--- src/rtl/ram_loader_pkg.sv ---
// ram_loader_pkg: shared state encoding and checksum helper for the RAM image loader.
package ram_loader_pkg;
  typedef enum logic [1:0] {IDLE, LOAD, VERIFY, DONE} state_t;
  localparam int CKSUM_W = 8;
  function automatic logic [CKSUM_W-1:0] cksum_add(input logic [CKSUM_W-1:0] sum, input logic [CKSUM_W-1:0] b);
    return sum + b;
  endfunction
endpackage

--- src/rtl/ram_image_loader.sv ---
// ram_image_loader: writes a valid/ready byte stream into consecutive RAM addresses with count/checksum/overflow tracking.
// Optional readback check of the loaded image when LOADER_VERIFY_EN is defined.
module ram_image_loader
  import ram_loader_pkg::*;
#(
  parameter int DATA_W = 8,
  parameter int ADDR_W = 10
) (
  input  logic               clk_i,
  input  logic               rst_n_i,
  input  logic               start_i,
  input  logic [ADDR_W-1:0]  start_addr_i,
  input  logic               dl_valid_i,
  input  logic [DATA_W-1:0]  dl_data_i,
  output logic               dl_ready_o,
  input  logic               dl_end_i,
  output logic               ram_we_o,
  output logic [ADDR_W-1:0]  ram_addr_o,
  output logic [DATA_W-1:0]  ram_data_o,
  input  logic [DATA_W-1:0]  ram_q_i,
  output logic               busy_o,
  output logic               done_o,
  output logic [ADDR_W:0]    count_o,
  output logic [CKSUM_W-1:0] checksum_o,
  output logic               overflow_o,
  output logic               verify_err_o
);
  state_t state;
  logic [ADDR_W-1:0] ptr;
  logic full;
  logic acc;
  assign dl_ready_o = state == LOAD;
  assign busy_o = state == LOAD || state == VERIFY;
  assign done_o = state == DONE;
  assign acc = dl_ready_o && dl_valid_i && !start_i;
`ifdef LOADER_VERIFY_EN
  localparam state_t END_ST = VERIFY;
  logic [ADDR_W-1:0] base;
  logic [ADDR_W:0] issued;
  logic [CKSUM_W-1:0] sum;
  logic rd_v1, rd_v2;
`else
  localparam state_t END_ST = DONE;
  logic unused_q;
  assign unused_q = ^ram_q_i;
  assign verify_err_o = 1'b0;
`endif
  // full marks that the last RAM word has been written; the pointer never wraps
  always_ff @(posedge clk_i or negedge rst_n_i) begin
    if (!rst_n_i) begin
      state <= IDLE;
      ptr <= '0;
      full <= 1'b0;
      ram_we_o <= 1'b0;
      ram_addr_o <= '0;
      ram_data_o <= '0;
      count_o <= '0;
      checksum_o <= '0;
      overflow_o <= 1'b0;
`ifdef LOADER_VERIFY_EN
      base <= '0;
      issued <= '0;
      sum <= '0;
      rd_v1 <= 1'b0;
      rd_v2 <= 1'b0;
      verify_err_o <= 1'b0;
`endif
    end else begin
      ram_we_o <= 1'b0;
      if (start_i) begin
        state <= LOAD;
        ptr <= start_addr_i;
        full <= 1'b0;
        count_o <= '0;
        checksum_o <= '0;
        overflow_o <= 1'b0;
`ifdef LOADER_VERIFY_EN
        base <= start_addr_i;
        issued <= '0;
        sum <= '0;
        rd_v1 <= 1'b0;
        rd_v2 <= 1'b0;
        verify_err_o <= 1'b0;
`endif
      end else if (state == LOAD) begin
        if (acc && full) overflow_o <= 1'b1;
        else if (acc) begin
          ram_we_o <= 1'b1;
          ram_addr_o <= ptr;
          ram_data_o <= dl_data_i;
          count_o <= count_o + 1'b1;
          checksum_o <= cksum_add(checksum_o, CKSUM_W'(dl_data_i));
          full <= &ptr;
          ptr <= (&ptr) ? ptr : ptr + 1'b1;
        end
        if (dl_end_i) state <= END_ST;
      end
`ifdef LOADER_VERIFY_EN
      // read data returns two edges after the address register is loaded
      else if (state == VERIFY) begin
        rd_v1 <= issued != count_o;
        rd_v2 <= rd_v1;
        if (issued != count_o) begin
          ram_addr_o <= base + issued[ADDR_W-1:0];
          issued <= issued + 1'b1;
        end
        if (rd_v2) sum <= cksum_add(sum, CKSUM_W'(ram_q_i));
        if (issued == count_o && !rd_v1 && !rd_v2) begin
          verify_err_o <= sum != checksum_o;
          state <= DONE;
        end
      end
`endif
    end
  end
endmodule

--- config.mk ---
export PLATFORM = sky130hd
export DESIGN_NAME = ram_image_loader
export DESIGN_NICKNAME = d
export VERILOG_FILES = /design/src/rtl/ram_loader_pkg.sv /design/src/rtl/ram_image_loader.sv
export SDC_FILE = /design/constraint.sdc
export NUM_CORES = 1
export LEC_CHECK = 0
export BUFFER_PORTS_ARGS = -buffer_cell sky130_fd_sc_hd__buf_2
export CORE_ASPECT_RATIO = 1.5
export CORE_MARGIN = 2
export CORE_UTILIZATION = 28
export CTS_CLUSTER_DIAMETER = 60
export DETAILED_ROUTE_END_ITERATION = 12
export GPL_ROUTABILITY_DRIVEN = 0
export MAX_ROUTING_LAYER = met4
export SYNTH_ARGS = -nofsm -noshare
export SYNTH_HDL_FRONTEND = slang
export SYNTH_SLANG_ARGS = --single-unit
--- constraint.sdc ---
create_clock -name clk_i -period 2 [get_ports clk_i]
set_input_delay 0.3 -clock clk_i [delete_from_list [all_inputs] [get_ports clk_i]]
set_output_delay 0.3 -clock clk_i [all_outputs]
set_load 0.01 [all_outputs]
After elaboration in Yosys (flattened, before gate mapping) --
Cells that the tools add are included.
Word-level totals: output and inout port bits 43, register bits after elaboration 52, word-level logic and storage cells 61
Operators by class: equality and inequality tests 5, mux-type cells 27, reduce and logical (&&, ||, !) cells 15, bitwise logic cells 2, $add $sub $neg 3
Operator list (count):
- two-way mux 10 bit | 5
- two-way mux 11 bit | 4
- two-way mux 8 bit | 4
- adder 11 x 1 -> 11 bit, second input constant | 1
- two-way mux 1 bit | 11
- adder 10 x 1 -> 10 bit, second input constant | 1
- AND reduction 10 bit | 1
- adder 8 bit | 1
- AND reduction 4 bit | 2
- nonzero test 2 bit | 4
- two-way mux 2 bit | 3
- == test 2 bit, second input constant | 2
- != test 2 bit, second input constant | 2
- AND reduction 2 bit | 2
- logical AND 1 bit | 3
- AND reduction 3 bit | 1
- == test 2 x 1 -> 1 bit, second input constant | 1
- inverter 1 bit | 2
- zero test 1 bit | 1
- logical OR 1 bit | 1

Depth between registers and ports, before layout --
word-level depth 7, depth in mapped cells 8, mapped depth without buffers 7

Least setup slack after synthesis --
No wires, ideal clock.
path type register to register, start register checksum_o[2], end register checksum_o[7], arrival 1.741 ns, data required time 1.875 ns, cell stages (with the launch flop) 7, library setup time 0.125 ns, setup slack 0.134 ns, cells stage by stage dfrtp_1 ha_1 a21oi_1 a211oi_1 o21a_1 nor3_1 mux2_2
On the way: longest elaborated chain between the ends 5
Ends and longest elaborated chain:
- from (decl) | RTL line ram_image_loader.sv:24 | output logic [CKSUM_W-1:0] checksum_o,
- from (signal assigned) | RTL line ram_image_loader.sv:92 | checksum_o <= cksum_add(checksum_o, CKSUM_W'(dl_data_i));
- adder 8 bit | RTL line ram_loader_pkg.sv:6 | return sum + b;
- two-way mux 8 bit | RTL line ram_image_loader.sv:87 | else if (acc) begin
- two-way mux 8 bit | RTL line ram_image_loader.sv:86 | if (acc && full) overflow_o <= 1'b1;
- two-way mux 8 bit | RTL line ram_image_loader.sv:85 | end else if (state == LOAD) begin
- two-way mux 8 bit | RTL line ram_image_loader.sv:70 | if (start_i) begin
Every way passes these cells. The select of a mux whose other input is x is not followed. A chain may end at the register's enable or synchronous reset.

Worst setup path after layout --
start register checksum_o[0], end register checksum_o[6]
Same word-level chain as after synthesis.

==> run_results.csv <==
group,metric,value,unit
sta,slew_viol_final,0,
finish,drive_gt1_share,34.7,%
worst_setup_path,worstPathRequired,2.17,ns
global_routing,grt_max_degree,53,
power,p_int,0.00200,W
synth,synthArstFlopShare,100,%
global_routing,grt_overflow,0,
min_path,hp-class,"in2async",
placement,dpl.hpwl,4110,microns
worst_setup_path,cp-end-kind,"register",
power,power.switching,0.000804,W
clock_tree,clock_sinks,52,
finish,multi_input_area,1230,sq um
sta,finalCritPeriodShare,94.4,%
synth,ys_top_cells_by_count,"dfrtp_1 (52), nand2_1 (28), mux2_2 (19)",
power,p_clk_share,31.7,%
finish,final-instance-count-excl-fill,413,
clock_tree,cts_buffer_depth,2,
worst_setup_path,path_cells,"ha_1 > fa_1 > a21o_1 > a21oi_2 > o21ai_0 > nand3_1 > o211ai_1",
finish,post-route-cell-area,3230,sq um
flow_run,drv_cap,0,
die,fp-row-count,42,
sta,holdWs,-0.0228,ns
finish,fin_nets,345,
worst_setup_path,crit_path_start_kind,"register",
synth,netlist.area_leader.share,50.5,%
synth,synth-main-ff-cell,"dfrtp_1",
die,die_y,121,microns
sta,setup_viol,0,
worst_setup_path,crit_family,"adder cells",
sta,hold_viol,13,
clock_tree,clkTransAtPathRegs,0.07,ns
worst_setup_path,slowest_delay,0.41,ns
worst_setup_path,reg2reg_depth,7,
synth,syn_nets,277,
synth,ys_seq_elements,52,
power,power.density,868,nW/um^2
sta,fmax,530,MHz
power,ir_drop,509,uV
global_routing,grtUsageTotal,12.5,%
sta,fin_ws,0.113,ns
finish,regArea,1300,sq um
sta,fin_worst_skew,0.00284,ns
synth,seq_area_frac_synth,50.5,%
detailed_routing,drt-initial-drc-count,73,
detailed_routing,ant_nets,0,
sta,layout_min_cycle_time,1.89,ns
placement,detailedPlace.worstSlack,0.0559,ns
finish,fill_cells,903,
finish,insertedDiodeCount,0,
worst_setup_path,crit_buf_inv,0,
clock_tree,cts_buffers,5,
finish,area_delta_synth_final,25.3,%
placement,placedCellCount,405,
synth,yosysMostFrequentCell,"dfrtp_1",
power,power.leakage,1.56,nW
placement,port_buffers,64,
power,swShare,28.7,%
worst_setup_path,critPathKind,"reg2reg",
die,dieArea,10000,sq um
worst_setup_path,crit_arrival,2.05,ns
detailed_routing,vias_per_cell,4.74,
synth,synth_edf_count,0,
clock_tree,insertion_delay,0.29,ns
die,start_util,29.0,%
detailed_routing,drc_errors,0,
power,comb_power_share,22.0,%
die,fp.dieW,82.3,microns
detailed_routing,wl,5750,microns
die,core-area,8880,sq um
clock_tree,htreeDepth,2,
clock_tree,cts_root_buf,"clkbuf_16",
clock_tree,cts_tree,"yes",
global_routing,antenna_found_initial,0,
outcome,violations,"hold timing",
worst_setup_path,cp_slowest_cell,"fa_1",
outcome,status,"finished with violations",
global_routing,grt_pass1_vias,1970,
worst_setup_path,cp.depth,7,
synth,yosys_warnings,0,
placement,place_area,3070,sq um
detailed_routing,wl_per_cell,13.9,microns
synth,syn_area_per_cell,11.0,sq um
synth,ys_types,37,
detailed_routing,dr.pass1.iters,4,
synth,synthCells,234,
die,io_pins,74,
synth,ys_top_cells_by_area,"dfrtp_1 (51%), mux2_2 (8.3%), ha_1 (5.3%)",
synth,synthesis.area,2580,sq um
synth,yosysTopAreaCell,"dfrtp_1",
clock_tree,postCtsHoldBufs,0,
global_routing,grt_pass1_wl,9330,microns
worst_setup_path,cp_max_fo,3,
detailed_routing,vias,1956,
power,power_frac_seq,46.3,%
kinds of logic (layout without fill, tap and decap cells):
family / count (synthesis) / in the layout / synth area share [%]
AOI/OAI and AO/OA: 37 / 37 / 9.32
buffers and inverters: 12 / 81 / 2.09
xor gates and xnor gates: 20 / 20 / 6.80
adders and majority gates: 12 / 12 / 6.12
other: 1 / 1 / 0.146
muxes: 22 / 22 / 9.47
and+or+nand+nor: 78 / 78 / 15.5
DFF: 52 / 52 / 50.5
routing by layer:
layer  part of all wire, %  track usage, %
met1                    42            14.4
met2                    51            20.7
met3                   4.4            2.31
met4                   2.0            5.42
met5                     0               -
area by class of cell:
cell class              instances  area share (%)
clock inverters                 1           0.233
repair buffers                 71            12.3
well taps                     110            4.27
multi-input cells             170            38.2
flip-flops and latches         52            40.3
inverters                       2           0.233
clock buffers                   7            4.42
timing repair:
action,in CTS,in global routing
resized for setup,0,3
buffers inserted,0,0
endpoints found under the setup margin,0,2
power by group through the flow:
stage               Combinational (W)  Sequential, W  Clock (W)
floorplan                    0.000308        0.00136          0
global placement             0.000609        0.00131          0
CTS                          0.000623        0.00130   0.000913
detailed placement           0.000621        0.00132          0
finish                       0.000615        0.00130   0.000889
global route                 0.000683        0.00132   0.000951
registers in the layout (all words and copies together), names as in the netlist:
register	flops
checksum_o	8
count_o	11
full	1
overflow_o	1
ptr	10
ram_addr_o	10
ram_data_o	8
ram_we_o	1
state	2
final timing paths:
| kind | from | endpoint | slack (ns) |
|---|---|---|---|
| worst max register to register | checksum_o[0]$_DFFE_PN0P_ | checksum_o[6]$_DFFE_PN0P_ | 0.11 |
| min in group clk_i | start_addr_i[2] | ptr[2]$_DFFE_PN0P_ | 0.21 |
| worst min register to register | ram_addr_o[3]$_DFFE_PN0P_ | ram_addr_o[3]$_DFFE_PN0P_ | 0.50 |
| worst min-delay path | rst_n_i | ram_data_o[3]$_DFFE_PN0P_ | -0.02 |
| worst max-delay path | checksum_o[0]$_DFFE_PN0P_ | checksum_o[6]$_DFFE_PN0P_ | 0.11 |
| max in group asynchronous | rst_n_i | overflow_o$_DFFE_PN0P_ | 1.76 |
worst register-to-register path, cell delays in order (launching register included):
cell      delay (ns)
dfrtp_1         0.40
ha_1            0.22
fa_1            0.41
a21o_1          0.23
a21oi_2         0.17
o21ai_0         0.15
nand3_1         0.11
o211ai_1        0.08
through the flow:
stage                     TNS [ns]  total power [W]  utilization, %  hold slack [ns]
after floorplan                  0          0.00167               -          0.00441
after global placement           0          0.00192            34.5            0.313
after detailed placement         0          0.00194            34.5            0.319
after CTS                        0          0.00284            36.2          0.00214
after global routing       -0.0111          0.00295            36.3           0.0163
final                            0          0.00280            36.3          -0.0228
cells in the final DEF (no fill, tap or decap), types with 7 or more instances in the layout:
cell	n
mux2_2	19
xor2_1	13
nand2_1	28
ha_1	11
dfrtp_1	52
nor2_1	16
nand3_1	8
o21ai_0	9
xnor2_1	7
a21oi_1	11
buf_2	64
No activity file was read; power rests on OpenSTA's default activity.
